`config.mk`:
```
export PLATFORM = sky130hd
export DESIGN_NAME = mc_control_fsm
export DESIGN_NICKNAME = d
export VERILOG_FILES = /design/src/rtl/mc_ctrl_pkg.sv /design/src/rtl/mc_control_fsm.sv
export SDC_FILE = /design/constraint.sdc
export NUM_CORES = 1
export LEC_CHECK = 0
export BUFFER_PORTS_ARGS = -buffer_cell sky130_fd_sc_hd__buf_2
export CAP_MARGIN = 20
export CORE_ASPECT_RATIO = 1.1
export CORE_MARGIN = 2
export CORE_UTILIZATION = 39
export DETAILED_ROUTE_END_ITERATION = 8
export PLACE_DENSITY = 0.74
export RECOVER_POWER = 25
export SYNTH_ARGS = -nofsm -noshare
export SYNTH_HDL_FRONTEND = slang
export SYNTH_SLANG_ARGS = --single-unit
```
`constraint.sdc`:
```
create_clock -name clk -period 1.4 [get_ports clk]
set_input_delay 0.21 -clock clk [delete_from_list [all_inputs] [get_ports clk]]
set_output_delay 0.21 -clock clk [all_outputs]
set_load 0.03 [all_outputs]
```
`src/rtl/mc_ctrl_pkg.sv`:
```
// Shared encodings for the multicycle MIPS controller: state numbering, opcodes,
// datapath select codes and the bundle of control strobes.
package mc_ctrl_pkg;

    typedef enum logic [3:0] {
        ST_FETCH  = 4'd0,
        ST_DECODE = 4'd1,
        ST_MEMADR = 4'd2,
        ST_MEMRD  = 4'd3,
        ST_MEMWB  = 4'd4,
        ST_MEMWR  = 4'd5,
        ST_EXEC   = 4'd6,
        ST_ALUWB  = 4'd7,
        ST_ADDIEX = 4'd8,
        ST_ADDIWB = 4'd9,
        ST_BRANCH = 4'd10,
        ST_JUMP   = 4'd11,
        ST_TRAP   = 4'd12
    } state_e;

    localparam logic [5:0] OP_RTYPE = 6'b000000;
    localparam logic [5:0] OP_J     = 6'b000010;
    localparam logic [5:0] OP_BEQ   = 6'b000100;
    localparam logic [5:0] OP_ADDI  = 6'b001000;
    localparam logic [5:0] OP_LW    = 6'b100011;
    localparam logic [5:0] OP_SW    = 6'b101011;

    localparam logic [2:0] ALU_ADD   = 3'b000;
    localparam logic [2:0] ALU_SUB   = 3'b001;
    localparam logic [2:0] ALU_FUNCT = 3'b010;

    localparam logic [1:0] SRCB_B       = 2'b00;
    localparam logic [1:0] SRCB_FOUR    = 2'b01;
    localparam logic [1:0] SRCB_IMM     = 2'b10;
    localparam logic [1:0] SRCB_IMM_SH2 = 2'b11;

    localparam logic [1:0] PCSRC_ALU    = 2'b00;
    localparam logic [1:0] PCSRC_ALUOUT = 2'b01;
    localparam logic [1:0] PCSRC_JUMP   = 2'b10;

    typedef struct packed {
        logic       pc_write;
        logic       pc_write_cond;
        logic       i_or_d;
        logic       mem_read;
        logic       mem_write;
        logic       ir_write;
        logic       mem_to_reg;
        logic       reg_dst;
        logic       reg_write;
        logic       alu_src_a;
        logic [1:0] alu_src_b;
        logic [2:0] alu_op;
        logic [1:0] pc_source;
        logic       illegal_op;
    } ctrl_t;

    // Opcode dispatch out of DECODE; anything unsupported lands in TRAP.
    function automatic state_e decode_next(input logic [5:0] opcode);
        case (opcode)
            OP_LW, OP_SW: return ST_MEMADR;
            OP_RTYPE:     return ST_EXEC;
            OP_ADDI:      return ST_ADDIEX;
            OP_BEQ:       return ST_BRANCH;
            OP_J:         return ST_JUMP;
            default:      return ST_TRAP;
        endcase
    endfunction

endpackage

```
`src/rtl/mc_control_fsm.sv`:
```
// Multicycle MIPS control FSM: sequences fetch/decode/execute/memory/write-back
// and drives every datapath select, with memory wait states and an illegal-op trap.
module mc_control_fsm
    import mc_ctrl_pkg::*;
(
    input  logic       clk,
    input  logic       rst,
    input  logic [5:0] op,
    input  logic       mem_ready,
    input  logic       zero,
    output logic       pc_write,
    output logic       pc_write_cond,
    output logic       pc_en,
    output logic       i_or_d,
    output logic       mem_read,
    output logic       mem_write,
    output logic       ir_write,
    output logic       mem_to_reg,
    output logic       reg_dst,
    output logic       reg_write,
    output logic       alu_src_a,
    output logic [1:0] alu_src_b,
    output logic [2:0] alu_op,
    output logic [1:0] pc_source,
    output logic       illegal_op,
    output logic [3:0] state
);

    state_e state_q, state_d;
    logic   is_lw_q, is_lw_d;
    ctrl_t  ctrl;

    // The opcode is only valid in DECODE, so the lw/sw choice is latched there
    // for MEMADR to use one cycle later.
    always_comb begin
        state_d = state_q;
        is_lw_d = is_lw_q;
        case (state_q)
            ST_FETCH:  if (mem_ready) state_d = ST_DECODE;
            ST_DECODE: begin
                is_lw_d = (op == OP_LW);
                state_d = decode_next(op);
            end
            ST_MEMADR: state_d = is_lw_q ? ST_MEMRD : ST_MEMWR;
            ST_MEMRD:  if (mem_ready) state_d = ST_MEMWB;
            ST_MEMWR:  if (mem_ready) state_d = ST_FETCH;
            ST_EXEC:   state_d = ST_ALUWB;
            ST_ADDIEX: state_d = ST_ADDIWB;
            ST_MEMWB,
            ST_ALUWB,
            ST_ADDIWB,
            ST_BRANCH,
            ST_JUMP:   state_d = ST_FETCH;
            ST_TRAP:   state_d = ST_TRAP;
            default:   state_d = ST_TRAP;
        endcase
    end

    always_ff @(posedge clk or posedge rst) begin
        if (rst) begin
            state_q <= ST_FETCH;
            is_lw_q <= 1'b0;
        end else begin
            state_q <= state_d;
            is_lw_q <= is_lw_d;
        end
    end

    // Moore decode of the state; FETCH's IR/PC loads wait for mem_ready so a
    // stalled fetch never pulses a write enable.
    always_comb begin
        ctrl = '0;
        case (state_q)
            ST_FETCH: begin
                ctrl.mem_read  = 1'b1;
                ctrl.alu_src_b = SRCB_FOUR;
                ctrl.alu_op    = ALU_ADD;
                ctrl.pc_source = PCSRC_ALU;
                ctrl.ir_write  = mem_ready;
                ctrl.pc_write  = mem_ready;
            end
            ST_DECODE: begin
                ctrl.alu_src_b = SRCB_IMM_SH2;
                ctrl.alu_op    = ALU_ADD;
            end
            ST_MEMADR, ST_ADDIEX: begin
                ctrl.alu_src_a = 1'b1;
                ctrl.alu_src_b = SRCB_IMM;
                ctrl.alu_op    = ALU_ADD;
            end
            ST_MEMRD: begin
                ctrl.mem_read = 1'b1;
                ctrl.i_or_d   = 1'b1;
            end
            ST_MEMWB: begin
                ctrl.reg_write  = 1'b1;
                ctrl.mem_to_reg = 1'b1;
            end
            ST_MEMWR: begin
                ctrl.mem_write = 1'b1;
                ctrl.i_or_d    = 1'b1;
            end
            ST_EXEC: begin
                ctrl.alu_src_a = 1'b1;
                ctrl.alu_src_b = SRCB_B;
                ctrl.alu_op    = ALU_FUNCT;
            end
            ST_ALUWB: begin
                ctrl.reg_write = 1'b1;
                ctrl.reg_dst   = 1'b1;
            end
            ST_ADDIWB: ctrl.reg_write = 1'b1;
            ST_BRANCH: begin
                ctrl.alu_src_a     = 1'b1;
                ctrl.alu_src_b     = SRCB_B;
                ctrl.alu_op        = ALU_SUB;
                ctrl.pc_write_cond = 1'b1;
                ctrl.pc_source     = PCSRC_ALUOUT;
            end
            ST_JUMP: begin
                ctrl.pc_write  = 1'b1;
                ctrl.pc_source = PCSRC_JUMP;
            end
            ST_TRAP:  ctrl.illegal_op = 1'b1;
            default:  ctrl = '0;
        endcase
        if (rst) ctrl = '0;
    end

    assign pc_write      = ctrl.pc_write;
    assign pc_write_cond = ctrl.pc_write_cond;
    assign pc_en         = ctrl.pc_write | (ctrl.pc_write_cond & zero);
    assign i_or_d        = ctrl.i_or_d;
    assign mem_read      = ctrl.mem_read;
    assign mem_write     = ctrl.mem_write;
    assign ir_write      = ctrl.ir_write;
    assign mem_to_reg    = ctrl.mem_to_reg;
    assign reg_dst       = ctrl.reg_dst;
    assign reg_write     = ctrl.reg_write;
    assign alu_src_a     = ctrl.alu_src_a;
    assign alu_src_b     = ctrl.alu_src_b;
    assign alu_op        = ctrl.alu_op;
    assign pc_source     = ctrl.pc_source;
    assign illegal_op    = ctrl.illegal_op;
    assign state         = state_q;

endmodule

```
# [Word level (Yosys, flattened, before mapping)]
# Index checks and enable logic that the tools add are counted.
# Widths: inputs -> output; s select.
[word_totals] ff_bits=5 elab_cells=54
[classes] eq_ne=20 n_mux=20 bitwise_logic=2 n_reduce_logical=10
[op_table] cell="$pmux 4 s8" count=1
[op_table] cell="$pmux 5 s5" count=1
[op_table] cell="$eq 4x4->1 const B" count=5
[op_table] cell="$pmux 4 s5" count=1
[op_table] cell="$mux 18" count=1
[op_table] cell="$eq 4x3->1 const B" count=4
[op_table] cell="$eq 6x6->1 const B" count=2
[op_table] cell="$mux 4" count=3
[op_table] cell="$mux 1" count=10
[op_table] cell="$eq 4x2->1 const B" count=2
[op_table] cell="$reduce_or 2->1" count=4
[op_table] cell="$eq 6x2->1 const B" count=1
[op_table] cell="$eq 6x3->1 const B" count=1
[op_table] cell="$eq 6x4->1 const B" count=1
[op_table] cell="$logic_not 6->1" count=1
[op_table] cell="$ne 2x2->1 const B" count=3
[op_table] cell="$reduce_or 5->1" count=1
[op_table] cell="$eq 4x1->1 const B" count=1
[op_table] cell="$logic_not 4->1" count=1
[op_table] cell="$pmux 2 s2" count=1
[op_table] cell="$reduce_or 4->1" count=1
[op_table] cell="$mux 3" count=1
[op_table] cell="$reduce_and 3->1" count=1
[op_table] cell="$reduce_or 3->1" count=1
[op_table] cell="other kinds (3)" count=3

# [Logic depth before layout (Yosys ltp)]
# Gate-level depths: netlist of the first run.
[depth] ltp_word=6 ltp_mapped=5 mapped_depth_nobuf=4

# [Least setup slack after synthesis of the first run]
# Ideal clock, no wire load.
[synth_timing] kind="register -> output" startpoint="register state_q[3], in the netlist state[3]" endpoint="output pc_en" arrival_ns=2.083 t_required_ns=1.190 path_slack_ns=-0.893 stages_incl_launch_ff=5 cell_sequence="dfrtp_1 > clkbuf_1 > nand2_1 > nor3_1 > a21o_1"
[synth_between] elab_chain_len=5
[synth_rtl] item="start, declared" line_no="mc_control_fsm.sv:29" text="state_e state_q, state_d;"
[synth_rtl] item="start signal, assigned" line_no="mc_control_fsm.sv:64" text="state_q <= state_d;"
[synth_rtl] item="$eq 4x4->1" line_no="mc_control_fsm.sv:73" text="case (state_q)"
[synth_rtl] item="$mux 1" line_no="mc_control_fsm.sv:73"
[synth_rtl] item="$mux 18" line_no="mc_control_fsm.sv:127" text="if (rst) ctrl = '0;"
[synth_rtl] item="net pc_write_cond" line_no="mc_control_fsm.sv:12" text="output logic pc_write_cond,"
[synth_rtl] item="$and 1x1->1" line_no="mc_control_fsm.sv:132" text="assign pc_en = ctrl.pc_write | (ctrl.pc_write_cond & zero);"
[synth_rtl] item="$or 1x1->1" line_no="mc_control_fsm.sv:132"
[synth_rtl] item="end, declared" line_no="mc_control_fsm.sv:13" text="output logic pc_en,"
# The timed path passes the listed nets, and every way through them passes these cells.

# [Worst setup path in the final report of the first run]
[layout_timing] startpoint="register state_q[1], in the netlist state[1]" endpoint="output pc_en"
[layout_between] elab_chain_len=5
[layout_rtl] item="$eq 4x4->1" line_no="mc_control_fsm.sv:73"
[layout_rtl] item="$mux 1" line_no="mc_control_fsm.sv:73"
[layout_rtl] item="$mux 18 (*)" line_no="mc_control_fsm.sv:127"
[layout_rtl] item="$and 1x1->1" line_no="mc_control_fsm.sv:132"
[layout_rtl] item="$or 1x1->1 (*)" line_no="mc_control_fsm.sv:132"
# Every way passes the cells marked *; elsewhere a longest branch is shown, timed or not.

==> out/qor.txt, run 1 <==
=========================================================================================
Worst hold margin ..........................................................     190.8 ps
Final GP Congestion ........................................................       0.8000
Violations in the final reports ............................................ setup timing
Clock tree from TritonCTS ..................................................        built
Cell Pwr Density ........................................................... 1955 nW/um^2
Synthesized-area fraction occupied by adder cells ..........................            0
Htree depth ................................................................            1
Max-slew violation count ...................................................            0
Shortest clock period the worst path allows after layout ...................      1733 ps
Leading cell types by count after synthesis ................................ sky130_fd_sc_hd__nor2_1, sky130_fd_sc_hd__nor3_1, sky130_fd_sc_hd__nand2_1
Register clock-pin slew on the reported worst setup and hold paths .........        40 ps
Final worst-path setup slack ...............................................    -333.2 ps
Setup crit start ...........................................................     state[1]
Total GRT Usage ............................................................       0.2800
Fraction of the mapped netlist area in simple logic gates ..................       0.3481
Leading post-synthesis cells by cell area .................................. sky130_fd_sc_hd__dfrtp_1, sky130_fd_sc_hd__nor3_1, sky130_fd_sc_hd__nor2_1, sky130_fd_sc_hd__nand2b_1, sky130_fd_sc_hd__nand2_1
DP Wirelength .............................................................. 1673 microns
Number of detailed-routing iterations run before antenna repair ............            4
Data required time at the worst endpoint ...................................      1190 ps
Internal ...................................................................     1.352 mW
Worst path arrival time ....................................................      1520 ps
Clock latency on the worst-skew pair .......................................       250 ps
Multiplexer share of the synthesized area ..................................            0
Area taken by multi-input logic gates ......................................  664.4 sq um
Synthesized instance count .................................................           90
Worst setup EP type ........................................................   output pin
Largest net degree at the start of global routing ..........................           13
Antenna violations before repair ...........................................            0
Unrepaired setup endpoints after global routing ............................         true
Sequential Power Share .....................................................        0.113
TritonCTS Buffers ..........................................................            3
Full die area ..............................................................   1930 sq um
Clock Path Buffers .........................................................            2
Start point of the worst hold path .........................................        op[3]
Fraction of power consumed by the clock network ............................        0.064
Core region area ...........................................................   1539 sq um
Cell Area, Synth ...........................................................  621.8 sq um
Sw power ...................................................................     1.367 mW
Mean area per synthesized cell .............................................  6.909 sq um
Yosys top cell area share ..................................................       0.2012
Overall power ..............................................................     2.718 mW
Syn-to-layout area delta ...................................................       123.5%
Worst Setup Start Kind .....................................................         flop
Remaining Overflow, GRT ....................................................            0
Die span in x .............................................................. 42.07 microns
Commonest register cell after synthesis .................................... sky130_fd_sc_hd__dfrtp_1
Routed wire length per instance ............................................ 18.53 microns
Final Hold Viols ...........................................................            0
Initial cell density of the core ...........................................       0.4041
Largest driver fanout on the critical path .................................            6
MaxCap Viol Count ..........................................................            0
Core occupancy in the finished layout ......................................       0.9033
Combinational family with the most area after synthesis .................... simple AND/OR/NAND/NOR gates
Max frequency ..............................................................   0.5770 GHz
Die outline height ......................................................... 45.88 microns
Total Nets Final ...........................................................          159
DRC violation total after the first TritonRoute iteration ..................           25
Synth Register Bits ........................................................            5
Cell taking the most area after synthesis .................................. sky130_fd_sc_hd__dfrtp_1
Number of buffer cells added on primary ports ..............................           31
Switching share of power ...................................................       0.5028
Worst setup skew after layout ..............................................     2.158 ps
Peak supply drop ...........................................................   0.001501 V
Site row count .............................................................           15
Drt drc ....................................................................            0
Via count of the first global-routing pass .................................          890
Sequential area share after synthesis ......................................       0.2012
TritonCTS sink count .......................................................            5
Cell chosen for the clock root ............................................. sky130_fd_sc_hd__clkbuf_4
Leak .......................................................................    0.6185 nW
RR Startpoint ..............................................................     state[1]
Register area ..............................................................  130.1 sq um
Fraction of the cycle the final worst path needs ...........................        1.238
Delay contributed by the slowest stage of the critical path ................       460 ps
Category of the most critical setup path ...................................      reg2out
Crit path max-delay cell type .............................................. sky130_fd_sc_hd__dfrtp_2
Yosys Warn Count ...........................................................            0
Final-layout fill cell count ...............................................           68
Total length of routed wires ............................................... 3058 microns
Class of the tightest hold or removal check ................................       in2reg
Cell with the most instances after synthesis ............................... sky130_fd_sc_hd__nor2_1
Number of antenna repair diodes ............................................            0
Number of enable flip-flop cells after synthesis ...........................            0
Boundary Pins ..............................................................           33
Antenna-violating nets left ................................................            0
Average vias per placed instance ...........................................        5.988
Global-route wire length before repair ..................................... 3919 microns
Post-synthesis compound-gate area fraction .................................       0.2958
Count of distinct cell types in the synthesized netlist ....................           37
Final Setup Violations .....................................................           23
Proportion of register bits with asynchronous set or reset after synthesis .        1.000
Share of layout cells above drive strength 1 ...............................       0.7297
Outcome .................................................................... finished with violations
Critical-path cell list .................................................... nor4b_4, a31oi_2, nor3_4, a21o_4, buf_6
Combinational share of power ...............................................        0.823
Total number of vias .......................................................          988
Synth Net Count ............................................................          100
Xor/xnor share of the synthesized area .....................................      0.02817
=========================================================================================
[power groups by stage]
| stage | combinational (mW) | clock (mW) | sequential (mW) |
|---|---|---|---|
| 2_1_floorplan | 0.986 | 0 | 0.337 |
| 3_3_place_gp | 1.48 | 0 | 0.263 |
| 3_5_place_dp | 1.50 | 0 | 0.269 |
| 4_1_cts | 1.78 | 0.178 | 0.278 |
| 5_1_grt | 2.33 | 0.180 | 0.308 |
| 6_report | 2.24 | 0.174 | 0.307 |
[path summary, 6_finish.rpt]
path                            end  slack (ps)  cells past startpoint
setup / recovery              pc_en        -330                      5
hold / removal              is_lw_q         190                      2
setup reg to reg           state[2]        -160                      5
hold reg to reg             is_lw_q         530                      2
max in group asynchronous  state[1]         570                      3
min in group asynchronous   is_lw_q         250                      3
[logic make-up after synthesis]
| logic type | after synthesis |
|---|---|
| flops | 5 |
| simple gates | 43 |
| buf+inv | 13 |
| other cells | 1 |
| xor+xnor | 2 |
| compound gates | 26 |
[through the flow]
stage	TNS, ps	instance area [sq um]	setup slack (ps)	std cells
after global placement	-556.5	1018	-81.99	148
final	-4417	1390	-333.2	165
after CTS	-3412	1230	-290.2	159
after detailed placement	-822.7	1018	-116.8	148
after floorplan	-2215	769.5	-311.2	90
after global routing	-5401	1390	-391.1	165
[state kept, by name (all words and copies together) (netlist names)]
name     flops
state        4
is_lw_q      1
[per-layer routing]
metal,part of all wire,track usage
met1,0.37,0.2723
met3,0.043,0.03175
met2,0.54,0.5594
met5,0,0
met4,0.043,0.1938
[cell type report]
class                           instances  share of cell area
Sequential cell                         5             0.09361
Tap cell                               17             0.01530
Clock buffer                            4             0.01890
Inverter                                3            0.008101
Timing Repair Buffer                   64              0.3861
Multi-Input combinational cell         72              0.4779
[worst max-delay path: cells and delay by family (launching register included)]
family / cells / cell delay [ps]
buffers and inverters: 1 / 120
AND/OR/NAND/NOR: 2 / 490
AO/OA/AOI/OAI: 2 / 210
flip-flops: 1 / 460
[placed cells by master (no fill, tap or decap), types with 2 or more instances in the layout]
master and n:
sky130_fd_sc_hd__nor3_2 4, sky130_fd_sc_hd__buf_6 22, sky130_fd_sc_hd__nor3_4 4, sky130_fd_sc_hd__nand2_2 3, sky130_fd_sc_hd__inv_1 2, sky130_fd_sc_hd__nand3_1 2
sky130_fd_sc_hd__nand2_1 4, sky130_fd_sc_hd__nor2_1 2, sky130_fd_sc_hd__o31ai_1 2, sky130_fd_sc_hd__nor2_4 8, sky130_fd_sc_hd__nand2_4 2, sky130_fd_sc_hd__a21oi_2 3
sky130_fd_sc_hd__o32ai_2 2, sky130_fd_sc_hd__clkbuf_1 2, sky130_fd_sc_hd__nand2b_4 5, sky130_fd_sc_hd__a31oi_1 2, sky130_fd_sc_hd__buf_2 13, sky130_fd_sc_hd__buf_4 26
sky130_fd_sc_hd__dfrtp_2 4, sky130_fd_sc_hd__o21ai_1 3, sky130_fd_sc_hd__a21oi_1 2, sky130_fd_sc_hd__clkbuf_4 3, sky130_fd_sc_hd__nor3_1 2
[repair_timing]
item,CTS,global route
setup endpoints to repair,21,21
cloned,0,0
hold buffers,1,0
gates resized for setup,38,37
pin swaps,6,11
setup buffers,6,9
endpoints found under the hold margin,2,0
No activity file was read; power rests on OpenSTA's default activity.
==> run 2, diff against run 1 <==
Settings changed: CORE_ASPECT_RATIO 1.1 to default, CORE_UTILIZATION 39 to 47, GPL_ROUTABILITY_DRIVEN from default to 0, PLACE_DENSITY 0.74 to 0.83.
Clock period 1.4 ns to 2.1 ns, I/O delays scaled along.
==> run 2 against run 1 <==
  * Die area down 16%
  * Final area decreased by 44%
  * First-iteration DRC count is 28% lower
  * Non-clock buffer count shrank 32
  * Largest cell class unchanged
  * Combinational power shrank 70%
  * Global-route usage down 4.2 points
  * Utilization down 29 points
  * The run now ends clean
  * Sequential power decreased by 22%
==> out/qor.txt, run 2 (synthesized netlist as in run 1, its figures left out) <==
=================================================================================
Leak ...............................................................    0.3773 nW
Sequential Power Share .............................................        0.235
Placed cells .......................................................          127
Average vias per placed instance ...................................        5.832
Number of detailed-routing iterations run before antenna repair ....            4
Syn-to-layout area delta ...........................................       25.75%
Total number of vias ...............................................          764
Sw power ...........................................................     575.0 uW
Clock Path Buffers .................................................            2
Antenna violations before repair ...................................            0
Site row count .....................................................           13
Die span in x ...................................................... 40.38 microns
Crit path max-delay cell type ...................................... sky130_fd_sc_hd__dfrtp_2
Final Hold Viols ...................................................            0
Cell Pwr Density ................................................... 1297 nW/um^2
DRC violation total after the first TritonRoute iteration ..........           18
Max-slew violation count ...........................................            0
Final-layout fill cell count .......................................          121
Category of the most critical setup path ...........................      reg2out
Number of antenna repair diodes ....................................            0
Unrepaired setup endpoints after global routing ....................        false
Final worst-path setup slack .......................................     140.8 ps
Routed wire length per instance .................................... 12.50 microns
Switching share of power ...........................................       0.5671
Overall power ......................................................     1.014 mW
Combinational share of power .......................................        0.654
Post-placement setup slack .........................................     302.8 ps
Clock latency on the worst-skew pair ...............................       240 ps
Class of the tightest hold or removal check ........................     in2async
Worst setup skew after layout ......................................     1.629 ps
Internal ...........................................................     438.9 uW
Worst path arrival time ............................................      1640 ps
Outcome ............................................................ finished clean
Remaining Overflow, GRT ............................................            0
Shortest clock period the worst path allows after layout ...........      1959 ps
Data required time at the worst endpoint ...........................      1780 ps
MaxCap Viol Count ..................................................            0
Clock tree from TritonCTS ..........................................        built
Accumulated negative setup slack ...................................         0 ps
Worst setup EP type ................................................   output pin
Boundary Pins ......................................................           33
Total Nets Final ...................................................          127
Via count of the first global-routing pass .........................          604
Fraction of the cycle the final worst path needs ...................       0.9329
Fraction of power consumed by the clock network ....................        0.111
TritonCTS Buffers ..................................................            3
Max frequency ......................................................   0.5104 GHz
Worst Setup Start Kind .............................................         flop
Worst hold margin ..................................................     175.9 ps
Initial cell density of the core ...................................       0.4901
Largest net degree at the start of global routing ..................           19
Full die area ......................................................   1630 sq um
Largest driver fanout on the critical path .........................           14
Delay contributed by the slowest stage of the critical path ........       490 ps
Drt drc ............................................................            0
Core region area ...................................................   1269 sq um
Critical-path cell list ............................................ nand2b_1, nand2_1, o22a_1, nor2_1, buf_2
Total length of routed wires ....................................... 1638 microns
Antenna-violating nets left ........................................            0
Register clock-pin slew on the reported worst setup and hold paths .        50 ps
Htree depth ........................................................            1
Flip-flop count of the largest register after layout ...............            4
TritonCTS sink count ...............................................            5
Cell chosen for the clock root ..................................... sky130_fd_sc_hd__clkbuf_4
Leading cell type in the layout, fill and taps excluded ............ sky130_fd_sc_hd__buf_2
Final Setup Violations .............................................            0
Commonest cells after routing, fill and taps aside ................. sky130_fd_sc_hd__buf_2, sky130_fd_sc_hd__nor2_1, sky130_fd_sc_hd__nand2_1
DP Wirelength ...................................................... 1226 microns
Global-route wire length before repair ............................. 2580 microns
Post-route insts no fill ...........................................          131
Total GRT Usage ....................................................       0.2383
Number of buffer cells added on primary ports ......................           31
Die outline height ................................................. 40.38 microns
Peak supply drop ...................................................  0.0009753 V
Share of layout cells above drive strength 1 .......................       0.3534
=================================================================================
-- run 2: cell count changes in the layout (fill, tap and decap cells not counted), sizes merged --
cell / before / now
dlygate4sd3: 1 / 0
clkbuf: 5 / 6
buf: 62 / 30
-- run 2: path summary, 6_finish.rpt --
check | startpoint | endpoint | slack, ps | cells past startpoint
setup / recovery | state[1] | reg_write | 140 | 5
hold / removal | rst | state[2] | 180 | 2
setup reg to reg | state[1] | state[2] | 490 | 4
hold reg to reg | is_lw_q | is_lw_q | 510 | 2
max in group asynchronous | rst | state[3] | 1690 | 2
min in group clk | op[3] | is_lw_q | 300 | 2
-- run 2: per-layer routing --
| metal | vias up | global-route usage | wire length, microns | share of wire |
|---|---|---|---|---|
| li1 | 377 | - | - | - |
| met1 | 352 | 0.2924 | 677 | 0.41 |
| met2 | 33 | 0.3810 | 837 | 0.51 |
| met3 | 2 | 0.05000 | 115 | 0.070 |
| met4 | 0 | 0.1333 | 8 | 0.0049 |
| met5 | - | 0 | 0 | 0 |
-- run 2: layout make-up --
class / instances / area (sq um) / share of cell area
multi-input cells: 72 / 436.7 / 0.5584
repair buffers: 32 / 160.2 / 0.2048
flip-flops and latches: 5 / 128.9 / 0.1648
clock buffers: 4 / 26.28 / 0.03360
well taps: 15 / 18.77 / 0.02400
inverters: 3 / 11.26 / 0.01440
-- run 2: power by group through the flow --
stage | combinational [mW] | sequential, mW | clock (mW)
after global routing | 0.724 | 0.251 | 0.128
after detailed placement | 0.660 | 0.232 | 0
after CTS | 0.666 | 0.229 | 0.116
after global placement | 0.662 | 0.228 | 0
final | 0.663 | 0.238 | 0.113
after floorplan | 0.544 | 0.215 | 0
-- run 2: metrics by stage --
step                instance area, sq um    util
floorplan                          636.9       -
CTS                                780.7  0.6154
global route                       782.0  0.6164
finish                             782.0  0.6164
detailed placement                 754.5  0.5947
global placement                   754.5  0.5947
-- run 2: critical path, delay by kind of cell (launching register included) --
family                 cells  cell delay [ps]
and+or+nand+nor            3              520
DFF                        1              490
buffers and inverters      1              200
AOI/OAI and AO/OA          1              190
-- run 2: what timing repair did --
action                                  4_1_cts  5_1_grt
buffers inserted                              0        0
endpoints found under the hold margin         0        0
endpoints found under the setup margin        0        5
resized for setup                             0        3
hold buffers                                  0        0
==> run 3, diff against run 2 <==
==> constraint.sdc (replaced) <==
create_clock -name clk -period 2.1 [get_ports clk]
set_input_delay 0.105 -clock clk [delete_from_list [all_inputs] [get_ports clk]]
set_output_delay 0.105 -clock clk [all_outputs]
set_load 0.03 [all_outputs]
==> run 3 against run 2 <==
  * Global-route usage shrank 0.77 points
  * Largest power group unchanged
  * Worst setup slack gained 62 ps
  * Critical path depth is the same
  * Sequential cell count is the same
  * Register-to-register slack lost 40 ps
==> out/qor.txt, run 3 (synthesized netlist as in run 1, its figures left out) <==
=================================================================================
Data required time at the worst endpoint ...........................      2000 ps
Share of layout cells above drive strength 1 .......................       0.2931
Number of detailed-routing iterations run before antenna repair ....            4
Crit path max-delay cell type ...................................... sky130_fd_sc_hd__dfrtp_1
Resized Gates After CTS ............................................            0
Worst setup path endpoint ..........................................    reg_write
Worst setup EP type ................................................   output pin
Leading cell type in the layout, fill and taps excluded ............ sky130_fd_sc_hd__buf_2
Total number of vias ...............................................          747
Combined buffer and inverter count along the critical path .........            1
DP Wirelength ...................................................... 1221 microns
Max frequency ......................................................   0.5270 GHz
Total GRT Usage ....................................................       0.2306
Initial cell density of the core ...................................       0.4901
DRC violation total after the first TritonRoute iteration ..........           26
Number of antenna repair diodes ....................................            0
Drt drc ............................................................            0
Die outline height ................................................. 40.38 microns
Fraction of the cycle the final worst path needs ...................       0.9035
Post-placement setup slack .........................................     455.5 ps
Number of hold-repair buffers added at the cts stage ...............            1
Cell Pwr Density ................................................... 1267 nW/um^2
Clock Path Buffers .................................................            2
Setup Fix Bufs, Post-CTS ...........................................            0
Shortest clock period the worst path allows after layout ...........      1897 ps
Delay contributed by the slowest stage of the critical path ........       590 ps
Total length of routed wires ....................................... 1626 microns
Flip-flop count of the largest register after layout ...............            4
Leak ...............................................................    0.3720 nW
Core occupancy in the finished layout ..............................       0.6095
Cell depth of the worst hold path ..................................            2
Number of stages on the worst setup path ...........................            5
Setup slack of the most critical reg-to-reg path ...................       450 ps
Max-slew violation count ...........................................            0
Accumulated negative setup slack ...................................         0 ps
Syn-to-layout area delta ...........................................       24.35%
Setup crit start ...................................................     state[1]
Placed cells .......................................................          126
Full die area ......................................................   1630 sq um
Antenna-violating nets left ........................................            0
Clock latency on the worst-skew pair ...............................       250 ps
Overall power ......................................................     979.7 uW
Final Setup Violations .............................................            0
Category of the most critical setup path ...........................      reg2out
Commonest cells after routing, fill and taps aside ................. sky130_fd_sc_hd__buf_2, sky130_fd_sc_hd__nor2_1, sky130_fd_sc_hd__nand2_1
Largest driver fanout on the critical path .........................           14
Largest net degree at the start of global routing ..................           19
MaxCap Viol Count ..................................................            0
RR Startpoint ......................................................     state[0]
Post-route insts no fill ...........................................          131
Unrepaired setup endpoints after global routing ....................        false
Boundary Pins ......................................................           33
Htree depth ........................................................            1
Number of buffer cells added on primary ports ......................           31
Average vias per placed instance ...................................        5.702
Total Nets Final ...................................................          127
Worst setup skew after layout ......................................     1.836 ps
Die span in x ...................................................... 40.38 microns
Register clock-pin slew on the reported worst setup and hold paths .        40 ps
Class of the tightest hold or removal check ........................       in2reg
Final worst-path setup slack .......................................     202.6 ps
Peak supply drop ...................................................  0.0007167 V
Antenna violations before repair ...................................            0
TritonCTS Buffers ..................................................            3
Via count of the first global-routing pass .........................          565
Cell chosen for the clock root ..................................... sky130_fd_sc_hd__clkbuf_4
Worst path arrival time ............................................      1790 ps
Routed wire length per instance .................................... 12.41 microns
Critical-path cell list ............................................ nand2b_1, nand2_1, o22a_1, nor2_1, buf_2
TritonCTS sink count ...............................................            5
Largest delay share family, worst path .............................   flip-flops
Clock tree from TritonCTS ..........................................        built
Reg2Reg Capture Point ..............................................     state[1]
Core region area ...................................................   1269 sq um
Site row count .....................................................           13
Count of cells along the worst register-to-register path ...........            3
Outcome ............................................................ finished clean
Worst Setup Start Kind .............................................         flop
Remaining Overflow, GRT ............................................            0
Final Hold Viols ...................................................            0
Global-route wire length before repair ............................. 2428 microns
=================================================================================
-- run 3: cell count changes in the layout (fill, tap and decap cells not counted), moves of 2 or more --
| cell | previous run | this run |
|---|---|---|
| sky130_fd_sc_hd__buf_2 | 29 | 27 |
| sky130_fd_sc_hd__clkbuf_1 | 3 | 5 |
| sky130_fd_sc_hd__dfrtp_1 | 2 | 5 |
| sky130_fd_sc_hd__dfrtp_2 | 3 | 0 |
-- run 3: layout make-up --
cell class                      instances  area (sq um)
Fill cell                             132         495.5
Multi-Input combinational cell         72         431.7
Clock buffer                            4         26.28
Timing Repair Buffer                   32         160.2
Tap cell                               15         18.77
Inverter                                3         11.26
Sequential cell                         5         125.1
-- run 3: report_power, final --
group,switching [mW],internal (mW)
registers,0.114,0.127
logic,0.404,0.221
clock network,0.0417,0.0720
total,0.560,0.420
-- run 3: how the worst min path moves through the flow --
stage	endpoint	slack [ps]	from
2_1_floorplan	is_lw_q	100	rst
3_3_place_gp	state[2]	80	rst
3_5_place_dp	state[3]	90	rst
4_1_cts	is_lw_q	80	op[3]
5_1_grt	is_lw_q	100	op[3]
6_report	is_lw_q	80	op[3]
-- run 3: through the flow --
stage          area, sq um  hold WS (ps)
4_1_cts              778.2         79.76
3_5_place_dp         742.0         89.66
2_1_floorplan        631.9         101.2
3_3_place_gp         742.0         84.06
5_1_grt              773.2         103.4
6_report             773.2         84.63
-- run 3: per-layer routing --
metal / GRT usage / share of wire / vias to the layer above
met5: 0 / 0 / -
met4: 0.1250 / 0.0062 / 0
met3: 0.06667 / 0.060 / 2
met2: 0.3690 / 0.49 / 27
met1: 0.2733 / 0.44 / 344
li1: - / - / 374
